## src/rtl/tx_mod.sv

```systemverilog
// tx_mod: UART transmitter, one NB_DATA-bit word per request.
// Frame: start bit, data LSB first, optional parity, NB_STOP stop bits.
// Each bit lasts 16 i_s_tick pulses (16x oversampling tick).
// Ports:
//   i_clk          system clock, rising edge
//   i_reset        asynchronous reset, active low
//   i_s_tick       one-clock pulse at 16x baud
//   i_tx_start     send request, honoured only in IDLE
//   i_din          word to send, captured on the accept edge
//   o_tx           registered serial line, idle high
//   o_tx_done_tick registered one-clock pulse after the last stop bit
//   o_tx_busy      high from accept edge until frame end
module tx_mod #(
    parameter int NB_DATA = 8,
    parameter int NB_STOP = 1,
    parameter int PARITY  = 0
) (
    input  logic               i_clk,
    input  logic               i_reset,
    input  logic               i_s_tick,
    input  logic               i_tx_start,
    input  logic [NB_DATA-1:0] i_din,
    output logic               o_tx,
    output logic               o_tx_done_tick,
    output logic               o_tx_busy
);

    localparam int NB_N = (NB_DATA > 1) ? $clog2(NB_DATA) : 1;
    localparam bit HAS_PAR = (PARITY == 1) || (PARITY == 2);
    localparam logic [NB_N-1:0] LAST_N = NB_N'(NB_DATA - 1);
    localparam logic [1:0] LAST_STP = 2'(NB_STOP - 1);

    typedef enum logic [2:0] {
        IDLE,
        START,
        DATA,
        PAR,
        STOP
    } state_t;

    state_t            r_state;
    state_t            w_state_nx;
    logic [3:0]        r_s_cnt;
    logic [3:0]        w_s_cnt_nx;
    logic [NB_N-1:0]   r_n_cnt;
    logic [NB_N-1:0]   w_n_cnt_nx;
    logic [NB_DATA-1:0] r_b;
    logic [NB_DATA-1:0] w_b_nx;
    logic              r_p;
    logic              w_p_nx;
    logic [1:0]        r_stp;
    logic [1:0]        w_stp_nx;
    logic              r_tx;
    logic              w_tx_nx;
    logic              r_done;
    logic              w_done_nx;
    logic              w_last_tick;

    assign w_last_tick = i_s_tick && (r_s_cnt == 4'd15);

    always_comb begin
        w_state_nx = r_state;
        w_s_cnt_nx = r_s_cnt;
        w_n_cnt_nx = r_n_cnt;
        w_b_nx     = r_b;
        w_p_nx     = r_p;
        w_stp_nx   = r_stp;
        w_done_nx  = 1'b0;

        unique case (r_state)
            IDLE: begin
                // Ticks in IDLE, including one on the accept edge, are ignored.
                if (i_tx_start) begin
                    w_b_nx     = i_din;
                    w_p_nx     = (PARITY == 2) ? ~^i_din : ^i_din;
                    w_s_cnt_nx = 4'd0;
                    w_n_cnt_nx = '0;
                    w_stp_nx   = 2'd0;
                    w_state_nx = START;
                end
            end
            START: begin
                if (w_last_tick) begin
                    w_s_cnt_nx = 4'd0;
                    w_state_nx = DATA;
                end else if (i_s_tick) begin
                    w_s_cnt_nx = r_s_cnt + 4'd1;
                end
            end
            DATA: begin
                if (w_last_tick) begin
                    w_s_cnt_nx = 4'd0;
                    w_b_nx     = r_b >> 1;
                    if (r_n_cnt == LAST_N) begin
                        w_stp_nx   = 2'd0;
                        w_state_nx = HAS_PAR ? PAR : STOP;
                    end else begin
                        w_n_cnt_nx = r_n_cnt + 1'b1;
                    end
                end else if (i_s_tick) begin
                    w_s_cnt_nx = r_s_cnt + 4'd1;
                end
            end
            PAR: begin
                if (w_last_tick) begin
                    w_s_cnt_nx = 4'd0;
                    w_state_nx = STOP;
                end else if (i_s_tick) begin
                    w_s_cnt_nx = r_s_cnt + 4'd1;
                end
            end
            STOP: begin
                if (w_last_tick) begin
                    w_s_cnt_nx = 4'd0;
                    if (r_stp == LAST_STP) begin
                        w_state_nx = IDLE;
                        w_done_nx  = 1'b1;
                    end else begin
                        w_stp_nx = r_stp + 2'd1;
                    end
                end else if (i_s_tick) begin
                    w_s_cnt_nx = r_s_cnt + 4'd1;
                end
            end
            default: begin
                w_state_nx = IDLE;
            end
        endcase
    end

    // Line level is derived from the next state so o_tx can be registered
    // and still change on the same edge as the state.
    always_comb begin
        w_tx_nx = 1'b1;
        unique case (w_state_nx)
            IDLE:    w_tx_nx = 1'b1;
            START:   w_tx_nx = 1'b0;
            DATA:    w_tx_nx = w_b_nx[0];
            PAR:     w_tx_nx = w_p_nx;
            STOP:    w_tx_nx = 1'b1;
            default: w_tx_nx = 1'b1;
        endcase
    end

    always_ff @(posedge i_clk or negedge i_reset) begin
        if (!i_reset) begin
            r_state <= IDLE;
            r_s_cnt <= 4'd0;
            r_n_cnt <= '0;
            r_b     <= '0;
            r_p     <= 1'b0;
            r_stp   <= 2'd0;
            r_tx    <= 1'b1;
            r_done  <= 1'b0;
        end else begin
            r_state <= w_state_nx;
            r_s_cnt <= w_s_cnt_nx;
            r_n_cnt <= w_n_cnt_nx;
            r_b     <= w_b_nx;
            r_p     <= w_p_nx;
            r_stp   <= w_stp_nx;
            r_tx    <= w_tx_nx;
            r_done  <= w_done_nx;
        end
    end

    assign o_tx           = r_tx;
    assign o_tx_done_tick = r_done;
    assign o_tx_busy      = (r_state != IDLE);

endmodule

```

## config.mk

```make
export PLATFORM = sky130hd
export DESIGN_NAME = tx_mod
export DESIGN_NICKNAME = d
export VERILOG_FILES = /design/src/rtl/tx_mod.sv
export SDC_FILE = /design/constraint.sdc
export NUM_CORES = 1
export LEC_CHECK = 0
export BUFFER_PORTS_ARGS = -buffer_cell sky130_fd_sc_hd__buf_2
export CAP_MARGIN = 20
export CORE_ASPECT_RATIO = 0.9
export CORE_MARGIN = 3
export CORE_UTILIZATION = 45
export DETAILED_ROUTE_END_ITERATION = 10
export PLACE_DENSITY = 0.65
export SLEW_MARGIN = 5
export SYNTH_ARGS = -nofsm -noshare
export SYNTH_HDL_FRONTEND = slang
export SYNTH_SLANG_ARGS = --single-unit
```

## constraint.sdc

```tcl
create_clock -name i_clk -period 4.1 [get_ports i_clk]
set_input_delay 0.205 -clock i_clk [delete_from_list [all_inputs] [get_ports i_clk]]
set_output_delay 0.205 -clock i_clk [all_outputs]
set_load 0.1 [all_outputs]
```

==> impl_metrics.toml, run 1 <==
[finish]
layout_common_cells = "nand2_1 (28), dfrtp_1 (22), buf_2 (14), nor2_1 (9)"
finalNonFillerCells = 171
multi_input_area_sq_um = 633
layout-drive-gt1-share_pct = 18.2
fillers = 234
nets = 160
final_common_cell = "nand2_1"
antenna_cells = 0
seq_area_sq_um = 577
syn_to_final_growth_pct = 8.68

[timing]
rsz0062_at_grt = "false"
timing.final.ws_setup_ns = 2.10
slew-limit-headroom_pct = 51.1
skew_ns = 0.00487
final-setup-viol-count = 0
tns_ns = 0
timing.final.max_slew_violations = 0
tightest_slew_ns = 0.731
period_share_pct = 48.9
finalCriticalPeriod_ns = 2.00
max_freq_ghz = 0.499
hold_viol = 0

[worst_setup_path]
crit_fanout = 12
path_cells = "nor4b_4 -> a21oi_4 -> a221o_1 -> nor3_2 -> o22ai_1"
cp_data_required_time_ns = 4.35
slowest_stage = "nor4b_4"
cp.buffers_inverters = 0
cp_top_family = "simple AND/OR/NAND/NOR gates"
endpoint_kind = "flip-flop"
cp.arrival_ns = 2.25
critPathMaxStageDelay_ns = 0.68
crit_type = "reg -> reg"
critPathLaunchType = "flip-flop"

[cts]
cts-resized-gates = 0
clk_latency_ns = 0.30
h-tree-depth = 1
cts_root_buffer = "clkbuf_4"
cts_sinks = 23
cts_tree = "done"
cts_made_buffers = 3
clk_transition_reported_paths_ns = 0.12
clk_path_buf_depth = 2

[placed_design]
dp_slack_ns = 2.13
gp_congestion = 0.808
port_buffers = 14
hpwl_um = 1710
placedCellCount = 166

[floorplan]
start_util_pct = 49.1
core_area_sq_um = 2550
pin_count = 15
dieArea_sq_um = 3460
die_h_um = 56.1
rows = 17
die_x_um = 61.6

[power_and_ir_drop]
peakVddDrop_mv = 0.271
power_density_nw_per_um2 = 598
p_leak_nw = 0.628

[global_routing]
grt_antenna_before_repair = 0
use_met1_pct = 21.5
grt_max_degree = 24
grt-ovfl-total = 0
met2_usage_pct = 22.6
use_met3_pct = 2.09
grt_pass1_vias = 959
top_usage_layer = "met2"
grt_pass1_wl_um = 4080
grt_usage_pct = 15.1

[synth]
synth_seq_cells = 23
ys_seq_area_share_pct = 46.0
netlist_area_sq_um = 1250
yosys_warnings = 0
synth_cell_types = 33
syn_nets = 144
postSynthCellCount = 128
syn_avg_cell_area_sq_um = 9.79

[routing]
route.detailed.drc = 0
wire_per_inst_um = 13.5
dr.pass1.iters = 4
vias_per_cell = 5.70
drt_iter0_drc = 19
num_vias = 974
drt-total-wl_um = 2310
ant_nets = 0

[flow_run]
maxCapViolations = 0

[outcome]
status = "completed"

[min_path]
hold_class = "in -> reg"
==> power breakdown <==
group / internal (mW) / total [mW] / switching, mW
combinational: 0.120 / 0.333 / 0.213
sequential: 0.309 / 0.379 / 0.0695
clock: 0.0379 / 0.103 / 0.0654
total: 0.467 / 0.815 / 0.348
==> what timing repair did <==
action	in CTS	in global routing
hold buffers	1	0
hold endpoints to repair	22	0
setup buffers	0	0
==> metrics by stage <==
step	hold slack, ns	cell area (sq um)	total power [mW]	utilization [%]
floorplan	-0.0906	1250	0.657	-
global placement	0.206	1330	0.709	52.0
detailed placement	0.209	1330	0.716	52.0
CTS	0.121	1360	0.824	53.4
global route	0.147	1360	0.883	53.4
finish	0.131	1360	0.815	53.4
==> cells in the mapped netlist (all sizes together) <==
master	count	area share (%)
mux2i	3	2.4
dfstp	1	2.1
nor2	10	3.2
nor3	2	1.6
inv	3	0.90
mux2	1	0.90
o22ai	1	0.50
o21ai	9	3.9
and4	1	0.70
a21oi	7	3.7
xnor2	8	5.6
buf	4	2.6
nand2	28	8.4
nand4	1	0.50
a22oi	7	4.2
a221o	1	0.80
nor4b	1	1.9
and3	1	0.50
ha	4	4.0
nor3b	2	1.6
nand3b	2	1.2
dfrtp	22	44
or3	1	0.50
o31ai	2	1.6
nand3	4	1.6
a2bb2oi	1	0.70
a21o	1	0.60
==> worst paths after layout <==
check                                      from                 end  slack [ns]  cells after the start
setup / recovery           r_state[2]$_DFF_PN0_      o_tx$_DFF_PN1_        2.10                      5
hold / removal                         i_din[7]  r_b[7]$_DFFE_PN0P_        0.13                      3
setup reg to reg           r_state[2]$_DFF_PN0_      o_tx$_DFF_PN1_        2.10                      5
hold reg to reg              r_b[6]$_DFFE_PN0P_  r_b[6]$_DFFE_PN0P_        0.49                      2
max in group asynchronous               i_reset      o_tx$_DFF_PN1_        3.36                      2
min in group asynchronous               i_reset    r_b[0]$_DFF_PN0_        0.39                      2
==> worst register-to-register path: cells and delay by family, from the launching register on <==
kind	cells	cell delay, ns
AOI/OAI and AO/OA	3	0.59
DFF	1	0.55
and+or+nand+nor	2	0.81
==> cell families after synthesis <==
group | share of synthesized area, %
AND/OR/NAND/NOR | 21.7
AO/OA/AOI/OAI | 16.0
flip-flops | 46.0
XOR/XNOR | 5.59
buffers and inverters | 3.49
multiplexers | 3.29
adder cells (fa/ha/maj) | 3.99
==> layout make-up <==
cell class / instances / share of cell area [%]
Multi-Input combinational cell: 98 / 46.5
Sequential cell: 23 / 42.3
Timing Repair Buffer: 15 / 5.88
Tap cell: 28 / 2.57
Clock buffer: 4 / 1.93
Inverter: 3 / 0.826
==> registers in the layout, summed over array words and instances, names as in the netlist <==
| signal | flops |
|---|---|
| r_stp | 2 |
| r_b | 8 |
| r_state | 3 |
| r_s_cnt | 4 |
| o_tx | 1 |
| r_n_cnt | 3 |
| r_p | 1 |
| o_tx_done_tick | 1 |
==> metal layers <==
layer	up-vias	share of wire (%)
li1	480	-
met1	472	50
met2	20	46
met3	2	3.3
met4	0	0.56
met5	-	0
Note: power is estimated with default switching activity, not from simulation.
==> inputs of run 2 (changes only) <==
clock period = 1.95 ns   (was 4.1 ns; I/O delays follow)
==> impl_metrics.toml, run 2 (synthesis results as in run 1) <==
[outcome]
status = "completed"

[cts]
clk_transition_reported_paths_ns = 0.13
cts_made_buffers = 3
clk_latency_ns = 0.30
post-cts-setup-buffer-count = 0
cts_tree = "done"
cts_sinks = 23
cts_root_buffer = "clkbuf_4"
h-tree-depth = 1
clk_path_buf_depth = 2

[routing]
dr.pass1.iters = 4
drt_iter0_drc = 17
route.detailed.drc = 0
num_vias = 975
ant_nets = 0
wire_per_inst_um = 13.7
vias_per_cell = 5.60
drt-total-wl_um = 2390

[timing]
skew_ns = 0.00232
final-setup-viol-count = 0
period_share_pct = 90.1
fin_hold_ws_ns = 0.0222
slew-limit-headroom_pct = 65.0
timing.final.max_slew_violations = 0
rsz0062_at_grt = "false"
max_freq_ghz = 0.569
tightest_slew_ns = 0.525
tns_ns = 0
timing.final.ws_setup_ns = 0.194
hold_viol = 0
finalCriticalPeriod_ns = 1.76

[floorplan]
die_x_um = 61.6
die_h_um = 56.1
dieArea_sq_um = 3460
core_area_sq_um = 2550
pin_count = 15
start_util_pct = 49.1
rows = 17

[flow_run]
maxCapViolations = 0

[finish]
layout_common_cells = "nand2_1 (28), dfrtp_1 (22), buf_2 (14), nor2_1 (9)"
final_common_cell = "nand2_1"
finalNonFillerCells = 174
postLayoutCellArea_sq_um = 1390
post-route-util_pct = 54.3
largest_reg_flops = 8
antenna_cells = 0
syn_to_final_growth_pct = 10.6
regMostFlops = "r_b"
nets = 163
reg.largest.list = "r_b (8), r_s_cnt (4)"
layout-drive-gt1-share_pct = 20.5

[global_routing]
grt-ovfl-total = 0
grt_max_degree = 24
grt_pass1_vias = 942
grt_pass1_wl_um = 4100
grt_antenna_before_repair = 0
grt_usage_pct = 15.2

[worst_setup_path]
crit_type = "reg -> reg"
critPathLaunchType = "flip-flop"
cp.arrival_ns = 1.96
cp.buffers_inverters = 0
slowest_stage = "dfrtp_1"
cp_top_family = "flip-flops"
cp_data_required_time_ns = 2.15
path_cells = "nor2_1 -> nand2_1 -> a2bb2oi_1 -> o21ai_2 -> mux2_1"
critPathMaxStageDelay_ns = 0.50
cp-startpoint = "r_state[1]$_DFF_PN0_"
endpoint_kind = "flip-flop"
rr_startpoint = "r_state[1]$_DFF_PN0_"
crit_fanout = 9

[placed_design]
port_buffers = 14
gp_congestion = 0.770
hpwl_um = 1780
place_area_sq_um = 1350
placedCellCount = 169
dp_slack_ns = 0.146

[power_and_ir_drop]
power_density_nw_per_um2 = 1260
peakVddDrop_mv = 0.618
p_leak_nw = 0.642
total_power_mw = 1.75

[min_path]
hold_path.startpoint = "i_din[7]"
hold_class = "in -> reg"
-- run 2: cell types whose count changed in the layout (fill, tap and decap cells not counted), sizes merged --
cell,previous run,this run
buf,14,17
-- run 2: cell type report --
class / instances / area (sq um)
timing repair buffer: 18 / 103
tap: 28 / 35.0
clock buffer: 4 / 26.3
sequential: 23 / 577
fill: 242 / 1170
inverter: 3 / 11.3
multi-input combinational: 98 / 634
-- run 2: worst paths after layout --
| kind | cells past startpoint | endpoint | slack (ns) |
|---|---|---|---|
| setup / recovery | 5 | r_stp[0]$_DFFE_PN0P_ | 0.19 |
| hold / removal | 3 | r_b[7]$_DFFE_PN0P_ | 0.02 |
| setup reg to reg | 5 | r_stp[0]$_DFFE_PN0P_ | 0.19 |
| hold reg to reg | 2 | r_b[3]$_DFFE_PN0P_ | 0.49 |
| max in group asynchronous | 2 | o_tx$_DFF_PN1_ | 1.31 |
| min in group asynchronous | 2 | r_n_cnt[2]$_DFFE_PN0P_ | 0.28 |
-- run 2: routing by layer --
layer / vias up / track usage (%) / wire [um]
met2: 25 / 22.9 / 1090
met4: 0 / 3.64 / 17
met5: - / 0 / 0
met3: 2 / 3.25 / 92
met1: 463 / 22.0 / 1180
li1: 485 / - / -
-- run 2: what timing repair did --
item | in CTS | in global routing
gates resized for setup | 0 | 1
hold buffers | 1 | 0
endpoints found under the setup margin | 0 | 1
hold endpoints to repair | 22 | 0
-- run 2: power breakdown --
part | switching (mW) | internal, mW
clock | 0.143 | 0.0797
sequential | 0.147 | 0.650
combinational | 0.455 | 0.271
total | 0.745 | 1.00
-- run 2: worst register-to-register path: cells and delay by family, from the launching register on --
kind	cells	cell delay [ns]
AND/OR/NAND/NOR	2	0.48
AO/OA/AOI/OAI	2	0.34
multiplexers	1	0.34
flip-flops	1	0.50
==> inputs of run 3 (changes only) <==
PLACE_DENSITY = 0.68   (was 0.65)
clock period = 1.6 ns   (was 1.95 ns; I/O delays follow)
==> impl_metrics.toml, run 3 (synthesis results as in run 1) <==
[power_and_ir_drop]
p_comb_share_pct = 48.2
p_leak_nw = 0.731
power_density_nw_per_um2 = 1530
clkPwrFrac_pct = 11.4
seqPwrFrac_pct = 40.4
p_switching_mw = 0.991
p_int_mw = 1.41
total_power_mw = 2.40
switching_share_pct = 41.3
peakVddDrop_mv = 1.13

[global_routing]
grt_pass1_vias = 1051
top_usage_layer = "met2"
use_met1_pct = 22.4
use_met3_pct = 6.03
grt_max_degree = 24
grt_usage_pct = 17.3
grt-ovfl-total = 0
grt_antenna_before_repair = 0
grt_pass1_wl_um = 4530
met2_usage_pct = 26.6

[finish]
regMostFlops = "r_b"
largest_reg_flops = 8
syn_to_final_growth_pct = 25.2
layout-drive-gt1-share_pct = 33.7
reg.largest.list = "r_b (8), r_s_cnt (4)"
final_common_cell = "nand2_1"
seq_area_sq_um = 579
antenna_cells = 0
layout_common_cells = "nand2_1 (28), dfrtp_1 (20), buf_4 (18), buf_2 (13)"
postLayoutCellArea_sq_um = 1570
multi_input_area_sq_um = 667
nets = 180
fillers = 222

[worst_setup_path]
r2r_setup_slack_ns = 0.01
rr_worst_depth = 6
endpoint_kind = "output port"
rr_endpoint = "o_tx$_DFF_PN1_"
crit_type = "reg -> out"
crit_fanout = 5
cp_data_required_time_ns = 1.52
cp.arrival_ns = 1.53
rr_startpoint = "r_state[0]$_DFF_PN0_"
critPathLaunchType = "flip-flop"

[cts]
clk_path_buf_depth = 2
cts_root_buffer = "clkbuf_4"
clk_transition_reported_paths_ns = 0.12
cts_sinks = 23
clk_latency_ns = 0.32
cts_tree = "done"
cts_made_buffers = 3
h-tree-depth = 1

[timing]
period_share_pct = 100
slew-limit-headroom_pct = 67.0
max_freq_ghz = 0.623
rsz0062_at_grt = "true"
skew_ns = 0.00722
tns_ns = -0.00578
final-setup-viol-count = 1
timing.final.ws_setup_ns = -0.00578
finalCriticalPeriod_ns = 1.61
timing.final.max_slew_violations = 0
tightest_slew_ns = 0.496
hold_viol = 0

[routing]
vias_per_cell = 5.63
drt-total-wl_um = 2710
drt_iter0_drc = 27
wire_per_inst_um = 14.2
dr.pass1.iters = 4
ant_nets = 0
route.detailed.drc = 0
num_vias = 1075

[min_path]
hold_depth = 3
hold_path.startpoint = "i_din[2]"
holdPathEnd = "r_b[2]$_DFFE_PN0P_"
hold_class = "in -> reg"

[placed_design]
hpwl_um = 1980
port_buffers = 14
gp_congestion = 0.798
place_area_sq_um = 1450

[floorplan]
dieArea_sq_um = 3460
rows = 17
core_area_sq_um = 2550
pin_count = 15
die_x_um = 61.6
die_h_um = 56.1
start_util_pct = 49.1

[outcome]
status = "complete, but fails checks"
violations = "negative setup slack"

[flow_run]
maxCapViolations = 0
[run 3: per-layer routing]
metal	vias up	wire (um)
li1	525	-
met2	12	1350
met1	533	1250
met4	0	33
met5	-	0
met3	5	82
[run 3: power by group through the flow]
stage / Clock [mW] / Combinational, mW / Sequential, mW
final: 0.272 / 1.16 / 0.969
after global routing: 0.315 / 1.27 / 1.00
after CTS: 0.285 / 1.07 / 0.948
after detailed placement: 0 / 1.04 / 0.958
after global placement: 0 / 1.01 / 0.952
after floorplan: 0 / 0.689 / 0.998
[run 3: worst max-delay path, cell delays in order, from the launching register on]
cell and delay [ns]:
dfrtp_2 0.47, buf_4 0.17, or3_4 0.40, buf_12 0.18
[run 3: cell type report]
cell class / count / share of cell area, %
clock buffer: 4 / 1.67
inverter: 3 / 0.717
multi-input combinational: 98 / 42.5
sequential: 23 / 36.9
tap: 28 / 2.23
timing repair buffer: 35 / 16.0
[run 3: worst max-delay path by stage]
| stage | startpoint | endpoint | slack [ns] |
|---|---|---|---|
| finish | r_state[1]$_DFF_PN0_ | o_tx_busy | -0.006 |
| global route | r_state[1]$_DFF_PN0_ | o_tx_busy | -0.07 |
| global placement | r_s_cnt[0]$_DFFE_PN0P_ | o_tx$_DFF_PN1_ | 0.05 |
| detailed placement | r_s_cnt[1]$_DFFE_PN0P_ | o_tx$_DFF_PN1_ | -0.02 |
| floorplan | r_s_cnt[0]$_DFFE_PN0P_ | o_tx$_DFF_PN1_ | 0.03 |
| CTS | r_state[1]$_DFF_PN0_ | o_tx_busy | -0.03 |
[run 3: timing repair]
action	in CTS	in global routing
hold buffers	2	0
resized for setup	3	14
setup endpoints to repair	2	10
cloned	0	0
hold endpoints to repair	23	0
setup buffers	0	3
[run 3: stage by stage]
stage | instances | hold WS [ns] | utilization, % | setup WS, ns
2_1_floorplan | 128 | -0.216 | - | 0.0270
3_3_place_gp | 182 | 0.0758 | 56.8 | 0.0456
3_5_place_dp | 182 | 0.0808 | 56.8 | -0.0155
4_1_cts | 188 | 0.00615 | 58.9 | -0.0273
5_1_grt | 191 | 0.00662 | 61.5 | -0.0690
6_report | 191 | 0.0193 | 61.5 | -0.00578
